File: config.mk
export PLATFORM = sky130hd
export DESIGN_NAME = ifmap_ram_loader_flat
export DESIGN_NICKNAME = d
export VERILOG_FILES = /design/src/rtl/ifmap_ram_loader_if.sv /design/src/rtl/ifmap_ram_loader.sv /design/src/flat_wrapper.sv
export SDC_FILE = /design/constraint.sdc
export NUM_CORES = 1
export LEC_CHECK = 0
export BUFFER_PORTS_ARGS = -buffer_cell sky130_fd_sc_hd__buf_4
export CORE_MARGIN = 8
export CORE_UTILIZATION = 30
export CTS_BUF_LIST = sky130_fd_sc_hd__clkbuf_4
export DETAILED_ROUTE_END_ITERATION = 10
export SLEW_MARGIN = 20
export SYNTH_ARGS = -nofsm -noshare
export SYNTH_HDL_FRONTEND = slang
export SYNTH_SLANG_ARGS = --single-unit
File: constraint.sdc
create_clock -name clk -period 1.9 [get_ports clk]
set_input_delay 0.285 -clock clk [delete_from_list [all_inputs] [get_ports clk]]
set_output_delay 0.285 -clock clk [all_outputs]
set_load 0.01 [all_outputs]
File: src/rtl/ifmap_ram_loader_if.sv
// Stream-in / RAM-write bundle for the ifmap RAM loader.
// master = producer/controller side, slave = the loader itself.
`timescale 1ns/1ps
interface ifmap_ram_loader_if #(
    parameter int unsigned COLS = 13,
    parameter int unsigned DW   = 16,
    parameter int unsigned AW   = 5
) ();
    logic            start;
    logic            in_valid;
    logic            in_ready;
    logic            in_last;
    logic [DW-1:0]   in_data_ch0;
    logic [DW-1:0]   in_data_ch1;
    logic [DW-1:0]   in_data_ch2;
    logic [AW-1:0]   addr_write;
    logic [COLS-1:0] write_enable;
    logic [DW-1:0]   data_out_ch0;
    logic [DW-1:0]   data_out_ch1;
    logic [DW-1:0]   data_out_ch2;
    logic            busy;
    logic            done;
    logic            err;

    modport master (
        output start, in_valid, in_last, in_data_ch0, in_data_ch1, in_data_ch2,
        input  in_ready, addr_write, write_enable, data_out_ch0, data_out_ch1, data_out_ch2,
        input  busy, done, err
    );

    modport slave (
        input  start, in_valid, in_last, in_data_ch0, in_data_ch1, in_data_ch2,
        output in_ready, addr_write, write_enable, data_out_ch0, data_out_ch1, data_out_ch2,
        output busy, done, err
    );
endinterface

File: src/rtl/ifmap_ram_loader.sv
// Turns a row-major 3-channel pixel stream into one-hot bank writes for the ifmap RAM,
// then pulses done once the whole COLS x ROWS frame has been written.
`timescale 1ns/1ps
module ifmap_ram_loader #(
    parameter int unsigned COLS = 13,
    parameter int unsigned ROWS = 19,
    parameter int unsigned DW   = 16,
    parameter int unsigned AW   = 5
) (
    input logic              clk,
    input logic              rst,
    ifmap_ram_loader_if.slave bus
);
    localparam int unsigned CW = (COLS > 1) ? $clog2(COLS) : 1;

    typedef enum logic [1:0] {StIdle, StLoad, StDrain, StDone} state_e;

    state_e          state_q, state_d;
    logic [CW-1:0]   col_q, col_d;
    logic [AW-1:0]   row_q, row_d;
    logic            err_q, err_d;
    logic [COLS-1:0] we_q, we_d;
    logic [AW-1:0]   addr_q, addr_d;
    logic [DW-1:0]   d0_q, d0_d;
    logic [DW-1:0]   d1_q, d1_d;
    logic [DW-1:0]   d2_q, d2_d;
    logic            last_beat;

    assign last_beat = (row_q == AW'(ROWS - 1)) && (col_q == CW'(COLS - 1));

    always_comb begin
        state_d = state_q;
        col_d   = col_q;
        row_d   = row_q;
        err_d   = err_q;
        we_d    = '0;
        addr_d  = addr_q;
        d0_d    = d0_q;
        d1_d    = d1_q;
        d2_d    = d2_q;
        unique case (state_q)
            StIdle: begin
                if (bus.start) begin
                    state_d = StLoad;
                    col_d   = '0;
                    row_d   = '0;
                    err_d   = 1'b0;
                end
            end
            StLoad: begin
                if (bus.in_valid) begin
                    we_d   = COLS'(1) << col_q;
                    addr_d = row_q;
                    d0_d   = bus.in_data_ch0;
                    d1_d   = bus.in_data_ch1;
                    d2_d   = bus.in_data_ch2;
                    // Framing error is flagged but never alters counting.
                    if (bus.in_last != last_beat) begin
                        err_d = 1'b1;
                    end
                    if (col_q == CW'(COLS - 1)) begin
                        col_d = '0;
                        row_d = row_q + 1'b1;
                    end else begin
                        col_d = col_q + 1'b1;
                    end
                    if (last_beat) begin
                        state_d = StDrain;
                    end
                end
            end
            StDrain: state_d = StDone;
            StDone:  state_d = StIdle;
            default: state_d = StIdle;
        endcase
    end

    always_ff @(posedge clk) begin
        if (rst) begin
            state_q <= StIdle;
            col_q   <= '0;
            row_q   <= '0;
            err_q   <= 1'b0;
            we_q    <= '0;
            addr_q  <= '0;
            d0_q    <= '0;
            d1_q    <= '0;
            d2_q    <= '0;
        end else begin
            state_q <= state_d;
            col_q   <= col_d;
            row_q   <= row_d;
            err_q   <= err_d;
            we_q    <= we_d;
            addr_q  <= addr_d;
            d0_q    <= d0_d;
            d1_q    <= d1_d;
            d2_q    <= d2_d;
        end
    end

    // Ready is purely state-decoded so the producer never sees a valid->ready loop.
    assign bus.in_ready     = (state_q == StLoad);
    assign bus.busy         = (state_q != StIdle);
    assign bus.done         = (state_q == StDone);
    assign bus.err          = err_q;
    assign bus.write_enable = we_q;
    assign bus.addr_write   = addr_q;
    assign bus.data_out_ch0 = d0_q;
    assign bus.data_out_ch1 = d1_q;
    assign bus.data_out_ch2 = d2_q;
endmodule
File: src/flat_wrapper.sv
// flat-port wrapper written by rule: the top's interface ports become plain ports
module ifmap_ram_loader_flat 
#(
    parameter int unsigned COLS = 13,
    parameter int unsigned ROWS = 19,
    parameter int unsigned DW   = 16,
    parameter int unsigned AW   = 5
)
  (clk, rst, bus_start, bus_in_valid, bus_in_last, bus_in_data_ch0, bus_in_data_ch1, bus_in_data_ch2, bus_in_ready, bus_addr_write, bus_write_enable, bus_data_out_ch0, bus_data_out_ch1, bus_data_out_ch2, bus_busy, bus_done, bus_err);
  ifmap_ram_loader_if #(.COLS(COLS), .DW(DW), .AW(AW)) bus_i ();
  input logic clk;
  input logic rst;
  input wire logic [$bits(bus_i.start)-1:0] bus_start;
  input wire logic [$bits(bus_i.in_valid)-1:0] bus_in_valid;
  input wire logic [$bits(bus_i.in_last)-1:0] bus_in_last;
  input wire logic [$bits(bus_i.in_data_ch0)-1:0] bus_in_data_ch0;
  input wire logic [$bits(bus_i.in_data_ch1)-1:0] bus_in_data_ch1;
  input wire logic [$bits(bus_i.in_data_ch2)-1:0] bus_in_data_ch2;
  output wire logic [$bits(bus_i.in_ready)-1:0] bus_in_ready;
  output wire logic [$bits(bus_i.addr_write)-1:0] bus_addr_write;
  output wire logic [$bits(bus_i.write_enable)-1:0] bus_write_enable;
  output wire logic [$bits(bus_i.data_out_ch0)-1:0] bus_data_out_ch0;
  output wire logic [$bits(bus_i.data_out_ch1)-1:0] bus_data_out_ch1;
  output wire logic [$bits(bus_i.data_out_ch2)-1:0] bus_data_out_ch2;
  output wire logic [$bits(bus_i.busy)-1:0] bus_busy;
  output wire logic [$bits(bus_i.done)-1:0] bus_done;
  output wire logic [$bits(bus_i.err)-1:0] bus_err;
  assign bus_i.start = bus_start;
  assign bus_i.in_valid = bus_in_valid;
  assign bus_i.in_last = bus_in_last;
  assign bus_i.in_data_ch0 = bus_in_data_ch0;
  assign bus_i.in_data_ch1 = bus_in_data_ch1;
  assign bus_i.in_data_ch2 = bus_in_data_ch2;
  assign bus_in_ready = bus_i.in_ready;
  assign bus_addr_write = bus_i.addr_write;
  assign bus_write_enable = bus_i.write_enable;
  assign bus_data_out_ch0 = bus_i.data_out_ch0;
  assign bus_data_out_ch1 = bus_i.data_out_ch1;
  assign bus_data_out_ch2 = bus_i.data_out_ch2;
  assign bus_busy = bus_i.busy;
  assign bus_done = bus_i.done;
  assign bus_err = bus_i.err;
  ifmap_ram_loader #(.COLS(COLS), .ROWS(ROWS), .DW(DW), .AW(AW)) u_core (.clk(clk), .rst(rst), .bus(bus_i));
endmodule
==> metrics.csv, run 1 <==
metric;value;unit
status;finished clean;
Hold Fails Final Rpt;0;
latest clock arrival within the worst-skew pair;410;ps
WP data required;2210;ps
layout cells sized above 1;0.333;
r2r worst-path depth;6;
critical path endpoint category;flip-flop;
routability cong.;0.737;
Hold Buf Count CTS;0;
register area share after synthesis;0.511;
CP arrival;2080;ps
final worst path period need;1770;ps
reg2reg end;u_core.state_q[0];
leakage;1.78;nW
Root Buffer;clkbuf_4;
total number of vias;2729;
routed len/inst;13.8;um
Pwr Total;4.44;mW
final count of negative-setup-slack endpoints;0;
H-tree Lvls;3;
first-pass GRT wire length;13.0;mm
pins over their slew limit;0;
Layout area overhead;39.0;%
Most used DFF post-synth;dfxtp_1;
Clock Tree Buf Depth;2;
RR Startpoint;u_core.col_q[0];
CP cell instances;inv_1, ha_2, nand3_4, o31ai_4, a21oi_1, a311oi_2;
most common cell after layout, fill and taps aside;buf_4;
Hold Crit Depth;3;
Reg clk slew, reported paths;120;ps
Antenna Nets Post-Route;0;
Yosys reg bits;78;
CTS buffer count;9;
RSZ-0062 raised after global routing;false;
CTS sink cnt;78;
Total GRT Usage;0.122;
library cells used by synthesis;36;
CP Launch Type;flip-flop;
vias per cell;4.44;
skew final;12.4;ps
EDFF count, synth;0;
fin worst setup slack;135;ps
final period utilization;0.929;
Hold Worst Slack;109;ps
initial antenna violation count;0;
asr flop ratio synth;0;
crit path max-delay cell type;dfxtp_1;
TritonCTS clock tree;built;
Synth warnings;0;
Max FO, Critical Path;7;
syn avg cell area;8.65;um^2
CP peak stage delay;360;ps
Least-Margin Pin Slew;537;ps
vias in the first global route;2763;
Worst Hold End;u_core.bus.data_out_ch1[4];
cell area after synthesis;3050;um^2
Total Neg Setup Slack;0;ps
Vert. Die Dim;117;um
flop-to-flop setup slack;130;ps
dpl cells;597;
total power per unit cell area;1050;nW/um^2
highest-count cells in the layout ignoring fill and taps;buf_4, nand2_1, dfxtp_1;
die width;117;um
max-cap viol count;0;
Hold Path Class;in2reg;
gr ovfl total;0;
final HPWL from detailed placement;6.15;mm
fin cells;614;
initial core utilization;0.303;
Core ar.;10100;um^2
max frequency;0.566;GHz
Max-slew headroom;0.635;
DRC Markers;0;
final WL;8.48;mm
top-level port count;123;
Die Area;13700;um^2
Post-Synthesis Cells;353;
port bufs;122;
min-delay src;bus_in_data_ch1[4];
First DRT Iteration DRCs;114;
Place WS;25.9;ps
Final nets;538;
DR pass1 iterations;4;
largest net degree at the start of global routing;43;
FP Rows;37;
ANT cells;0;
syn_nets;418;
Max IR drop VDD;0.491;mV
critical path class;reg2reg;
## kinds of logic (layout without fill, tap and decap cells)
family / count (synthesis) / count (layout) / synth area share
xor gates and xnor gates: 2 / 2 / 0.00574
buffers and inverters: 30 / 155 / 0.0422
muxes: 3 / 3 / 0.0111
DFF: 78 / 78 / 0.511
AOI/OAI and AO/OA: 76 / 76 / 0.160
adders and majority gates: 12 / 12 / 0.0492
and+or+nand+nor: 152 / 152 / 0.221
## how the worst max path moves through the flow
stage / from / depth (start not counted) / end / slack, ps
after detailed placement: u_core.col_q[1] / 6 / u_core.state_q[0] / 30
after CTS: u_core.col_q[1] / 6 / u_core.state_q[0] / 50
after global placement: u_core.col_q[1] / 6 / u_core.row_q[0] / 210
after global routing: u_core.state_q[1] / 7 / u_core.col_q[3] / 30
after floorplan: u_core.state_q[1] / 6 / u_core.row_q[2] / 270
final: u_core.col_q[0] / 6 / u_core.state_q[0] / 130
## layer usage
layer | global-route usage | share of wire | vias to the layer above
met5 | 0 | 0 | -
met4 | 0.0418 | 0.0079 | 0
met3 | 0.0595 | 0.11 | 6
met2 | 0.202 | 0.47 | 85
met1 | 0.135 | 0.41 | 1234
li1 | - | - | 1404
## area by class of cell
type	instances	area (um^2)
fill	1081	5850
sequential	78	1560
multi-input combinational	245	1380
timing repair buffer	130	988
tap	136	170
clock buffer	11	82.6
inverter	9	33.8
clock inverter	5	26.3
## through the flow
stage,util,instance area (um^2)
global placement,0.408,4110
global route,0.421,4250
CTS,0.419,4230
finish,0.421,4250
detailed placement,0.408,4110
floorplan,-,3050
## state kept, by name (all words and copies together), names as in the netlist
register,cells
u_core.bus.addr_write,5
u_core.bus.data_out_ch0,16
u_core.bus.data_out_ch1,16
u_core.bus.data_out_ch2,16
u_core.bus.err,1
u_core.bus.write_enable,13
u_core.col_q,4
u_core.row_q,5
u_core.state_q,2
## critical path: cells and delay by family (launching register included)
family,cells,cell delay [ps]
flip-flops,1,360
adder cells (fa/ha/maj),1,260
AO/OA/AOI/OAI,3,720
buffers and inverters,1,140
AND/OR/NAND/NOR,1,180
## synthesized netlist by cell type (2+ instances only)
cell,number,area [um^2]
a2111oi_4,2,55.1
a21o_1,2,15.0
a21oi_1,59,295
a311oi_1,2,17.5
and2_1,11,68.8
and3_1,2,12.5
buf_2,13,65.1
clkbuf_1,8,30.0
dfxtp_1,78,1560
ha_1,12,150
inv_1,9,33.8
mux2i_1,2,20.0
nand2_1,108,405
nand2b_1,2,12.5
nand3_1,5,25.0
nand3b_1,2,15.0
nor2_1,10,37.5
nor2b_1,2,12.5
nor3_1,2,10.0
nor4_1,3,18.8
o21ai_0,3,15.0
xnor2_1,2,17.5
## where the power goes
part,internal [mW],switching [mW],total (mW),leakage (nW)
sequential,1.82,0.111,1.93,0.632
combinational,0.710,0.947,1.66,1.08
clock,0.289,0.558,0.846,0.0641
## timing repair
action / CTS / global route
pin swaps: 1 / 0
endpoints found under the setup margin: 1 / 2
gates resized for setup: 1 / 3
buffers inserted: 1 / 0
No activity file was read; power rests on OpenSTA's default activity.
==> inputs of run 2 (changes only) <==
- CELL_PAD_IN_SITES_DETAIL_PLACEMENT: unset -> 1
- CELL_PAD_IN_SITES_GLOBAL_PLACEMENT: unset -> 1
- PLACE_DENSITY_LB_ADDON: unset -> 0.1
- clock period: 1.9 -> 2 ns (I/O delays scaled with it)
==> run 2 against run 1 <==
Clock skew grew 11 ps. Die area is the same. First-iteration DRC count shrank 22%. Via count grew 1.6%. Design area shrank 0.47%. Global-route usage grew 1.4 points. Count of clock-buffer cells in the layout grew 2. Flip-flop and latch count is the same. Sequential power shrank 5%. Sequential share of layout area grew 0.17 points. Critical endpoint unchanged. Largest cell class unchanged. Largest power group unchanged. Highest routed layer unchanged.
==> metrics.csv, run 2 (synthesized netlist as in run 1, its figures left out) <==
metric;value;unit
status;finished clean;
clock power share;0.193;
CP cell instances;inv_1, ha_2, nand3_4, o31ai_4, a21oi_1, a311oi_1;
ANT cells;0;
first-pass GRT wire length;14.7;mm
Layout area overhead;38.3;%
port bufs;122;
gr ovfl total;0;
largest net degree at the start of global routing;42;
final WL;9.08;mm
CP Launch Type;flip-flop;
final period utilization;0.905;
dpl cells;597;
design internal power;2.70;mW
Non-Filler Cell Area, Final;4230;um^2
fin cells;611;
total power per unit cell area;997;nW/um^2
flop-to-flop setup slack;190;ps
max frequency;0.553;GHz
routability cong.;0.721;
Critical path buffers and inverters;1;
Least-Margin Pin Slew;502;ps
Vert. Die Dim;117;um
DRC Markers;0;
Max-slew headroom;0.662;
Hold Path Class;in2reg;
Antenna Nets Post-Route;0;
RR Startpoint;u_core.col_q[1];
latest clock arrival within the worst-skew pair;410;ps
H-tree Lvls;3;
CTS sink cnt;78;
Hold Fails Final Rpt;0;
family with the most delay on the worst path;compound AO/OA/AOI/OAI gates;
die width;117;um
WP data required;2320;ps
final worst path period need;1810;ps
crit path max-delay cell type;dfxtp_1;
CP Depth;6;
crit path from;u_core.col_q[1];
final core occ;0.419;
Pwr Total;4.21;mW
Comb power frac;0.371;
CP arrival;2130;ps
CP endpoint;u_core.state_q[0];
total number of vias;2772;
vias in the first global route;2991;
CTS buffer count;9;
TritonCTS clock tree;built;
final count of negative-setup-slack endpoints;0;
critical path endpoint category;flip-flop;
Reg clk slew, reported paths;130;ps
routed len/inst;14.9;um
vias per cell;4.54;
RSZ-0062 raised after global routing;false;
CP peak stage delay;370;ps
reg2reg end;u_core.state_q[0];
leakage;1.77;nW
Max FO, Critical Path;7;
fin worst setup slack;190;ps
r2r worst-path depth;6;
Root Buffer;clkbuf_4;
layout cells sized above 1;0.328;
most common cell after layout, fill and taps aside;buf_4;
pins over their slew limit;0;
final HPWL from detailed placement;6.80;mm
Total GRT Usage;0.136;
DR pass1 iterations;4;
Hold Worst Slack;120;ps
initial antenna violation count;0;
Flop pwr share;0.437;
critical path class;reg2reg;
Total Neg Setup Slack;0;ps
max-cap viol count;0;
Post-DP Area;4110;um^2
Clock Tree Buf Depth;2;
skew final;23.8;ps
top-level port count;123;
Place WS;176;ps
NetSw;1.51;mW
Max IR drop VDD;0.353;mV
Sw Share;0.359;
Post-CTS Repair Setup Buffers;0;
initial core utilization;0.303;
Final nets;537;
First DRT Iteration DRCs;89;
Die Area;13700;um^2
FP Rows;37;
Core ar.;10100;um^2
highest-count cells in the layout ignoring fill and taps;buf_4, nand2_1, dfxtp_1;
[run 2: final cells by class]
class,count,area (um^2)
Clock buffer,13,97.6
Inverter,9,33.8
Timing Repair Buffer,129,981
Sequential cell,78,1560
Clock inverter,1,8.76
Fill cell,1256,5870
Multi-Input combinational cell,245,1370
Tap cell,136,170
[run 2: worst min-delay path by stage]
stage	from	end	slack, ps	cells after the start
after floorplan	bus_in_data_ch0[0]	u_core.bus.data_out_ch0[0]	440	2
after global placement	u_core.bus.err	u_core.bus.err	440	2
after detailed placement	u_core.bus.data_out_ch1[2]	u_core.bus.data_out_ch1[2]	450	2
after CTS	bus_in_data_ch2[11]	u_core.bus.data_out_ch2[11]	80	3
after global routing	bus_in_data_ch1[2]	u_core.bus.data_out_ch1[2]	90	3
final	bus_in_data_ch2[11]	u_core.bus.data_out_ch2[11]	120	3
[run 2: power groups by stage]
stage	clock, mW	sequential [mW]	combinational, mW
3_5_place_dp	0	1.88	1.60
3_3_place_gp	0	1.86	1.55
2_1_floorplan	0	1.93	0.872
5_1_grt	0.932	1.87	1.74
4_1_cts	0.863	1.84	1.60
6_report	0.813	1.84	1.56
[run 2: worst reg2reg max path, stage by stage (launching register included)]
cell and delay (ps):
dfxtp_1 370, inv_1 150, ha_2 270, nand3_4 180, o31ai_4 350, a21oi_1 110, a311oi_1 290
[run 2: per-layer routing]
metal	part of all wire	routed length, um	GRT usage
met3	0.084	762	0.0503
met5	0	0	0
met1	0.41	3750	0.150
met2	0.49	4440	0.231
met4	0.014	131	0.0614
[run 2: repair_timing]
item | 4_1_cts | 5_1_grt
hold buffers | 0 | 0
resized for setup | 0 | 2
endpoints found under the setup margin | 0 | 5
==> inputs of run 3 (changes only) <==
- ABC_AREA: unset -> 1
==> run 3 against run 2 <==
Die area up 0.49%. Synthesized cell count up 8.8%. Global-route usage decreased by 0.40 points. Register-to-register slack better by 150 ps. Design area is 0.30% lower. Setup slack improved by 87 ps. Synthesized area is 0.57% higher. Core utilization decreased by 0.31 points. Largest cell class unchanged.
==> metrics.csv, run 3 <==
metric;value;unit
library cells used by synthesis;24;
max-cap viol count;0;
routability cong.;0.809;
Die Area;13700;um^2
total power per unit cell area;1060;nW/um^2
Vert. Die Dim;117;um
final worst path period need;1720;ps
top cell type's share of synthesized area;0.508;
Sequential cell area;1560;um^2
Synth warnings;0;
Core ar.;10100;um^2
RSZ-0062 raised after global routing;false;
CTS buffer count;9;
DRC Markers;0;
Layout area overhead;37.1;%
final period utilization;0.862;
synth cell count leaders;nor2_1, dfxtp_1, o21ai_0, inv_1, nand2_1;
highest-count cells in the layout ignoring fill and taps;buf_4, nor2_1, dfxtp_1;
ANT cells;0;
Reg clk slew, reported paths;130;ps
vias per cell;4.34;
latest clock arrival within the worst-skew pair;420;ps
vias in the first global route;2781;
critical path endpoint category;output pin;
FP Rows;37;
die width;117;um
port bufs;122;
H-tree Lvls;3;
Yosys top cell by area;dfxtp_1;
Root Buffer;clkbuf_4;
CTS sink cnt;78;
first-pass GRT wire length;14.0;mm
final core occ;0.416;
EDFF count, synth;0;
crit path from;u_core.state_q[1];
total number of vias;2796;
TritonCTS clock tree;built;
cell area after synthesis;3070;um^2
Max IR drop VDD;0.347;mV
most common cell after layout, fill and taps aside;buf_4;
Hold Worst Slack;114;ps
top-level port count;123;
syn avg cell area;8.00;um^2
final HPWL from detailed placement;6.87;mm
WP data required;1700;ps
pins over their slew limit;0;
critical path class;reg2out;
Post-CTS Resized;0;
Clock Tree Buf Depth;2;
Total Neg Setup Slack;0;ps
Hold Path Class;in2reg;
First DRT Iteration DRCs;91;
asr flop ratio synth;0;
leakage;1.89;nW
DR pass1 iterations;6;
Pwr Total;4.46;mW
layout cells sized above 1;0.323;
routed len/inst;14.1;um
gr ovfl total;0;
RR Startpoint;u_core.state_q[0];
register area share after synthesis;0.508;
Most used DFF post-synth;dfxtp_1;
syn_nets;449;
final count of negative-setup-slack endpoints;0;
CP Launch Type;flip-flop;
Post-CTS Repair Setup Buffers;0;
Multi-input gate area;1280;um^2
Post-Synthesis Cells;384;
# fillers;1264;
Yosys reg bits;78;
Synth area leaders;dfxtp_1, nor2_1, o21ai_0, ha_1, inv_1;
top-count cell post-synth;nor2_1;
Total GRT Usage;0.132;
final WL;9.10;mm
Max FO, Critical Path;10;
max frequency;0.580;GHz
Least-Margin Pin Slew;411;ps
Hold Buf Count CTS;0;
Hold Fails Final Rpt;0;
dpl cells;628;
initial antenna violation count;0;
min-delay src;bus_in_data_ch0[11];
Antenna Nets Post-Route;0;
fin cells;644;
status;finished clean;
skew final;7.72;ps
CP arrival;1420;ps
initial core utilization;0.303;
Final nets;568;
largest net degree at the start of global routing;36;
Max-slew headroom;0.726;
## run 3: changes by cell type in the layout (fill, tap and decap cells not counted), sizes merged, moves of 4 or more
cell | before | now
nor2 | 10 | 121
and2 | 11 | 0
inv | 9 | 29
a21oi | 59 | 15
nand2 | 108 | 28
clkinv | 1 | 5
o21ai | 4 | 56
nor3 | 3 | 7
nand3 | 6 | 14
## run 3: critical path, cell delays in order, from the launching register on
cell     delay, ps
dfxtp_1        360
inv_1          110
ha_2           360
buf_4          180
## run 3: layout make-up
cell class              count  share of cell area
clock inverters             5             0.00624
flip-flops and latches     78               0.371
clock buffers              11              0.0196
repair buffers            128               0.234
inverters                  29              0.0258
multi-input cells         257               0.303
well taps                 136              0.0404
## run 3: kinds of logic (layout without fill, tap and decap cells)
family	after synthesis	count (layout)	share of synthesized area
simple gates	172	172	0.245
flops	78	78	0.508
compound gates	71	71	0.116
buf+inv	49	173	0.0766
fa+ha+maj	12	12	0.0489
xor+xnor	2	2	0.00570
## run 3: path summary, 6_finish.rpt
check / endpoint / slack, ps / cells after the start
max reg2reg: u_core.row_q[0] / 340 / 8
max: bus_in_ready / 280 / 3
min: u_core.bus.data_out_ch0[11] / 110 / 3
min reg2reg: u_core.bus.err / 490 / 2
## run 3: per-stage QoR
stage               cell area, um^2  setup WS [ps]
global route                   4210            180
floorplan                      3070            531
CTS                            4210           82.4
finish                         4210            277
detailed placement             4100            240
global placement               4100            337
## run 3: layer usage
| metal | global-route usage | vias to the layer above | share of wire |
|---|---|---|---|
| met5 | 0 | - | 0 |
| met4 | 0.0512 | 0 | 0.015 |
| met3 | 0.0641 | 10 | 0.11 |
| met2 | 0.203 | 79 | 0.44 |
| met1 | 0.156 | 1255 | 0.44 |
| li1 | - | 1452 | - |
## run 3: where the power goes
part | switching, mW | total, mW | internal (mW)
clock | 0.536 | 0.811 | 0.274
sequential | 0.162 | 2.00 | 1.84
combinational | 0.931 | 1.65 | 0.719
total | 1.63 | 4.46 | 2.83
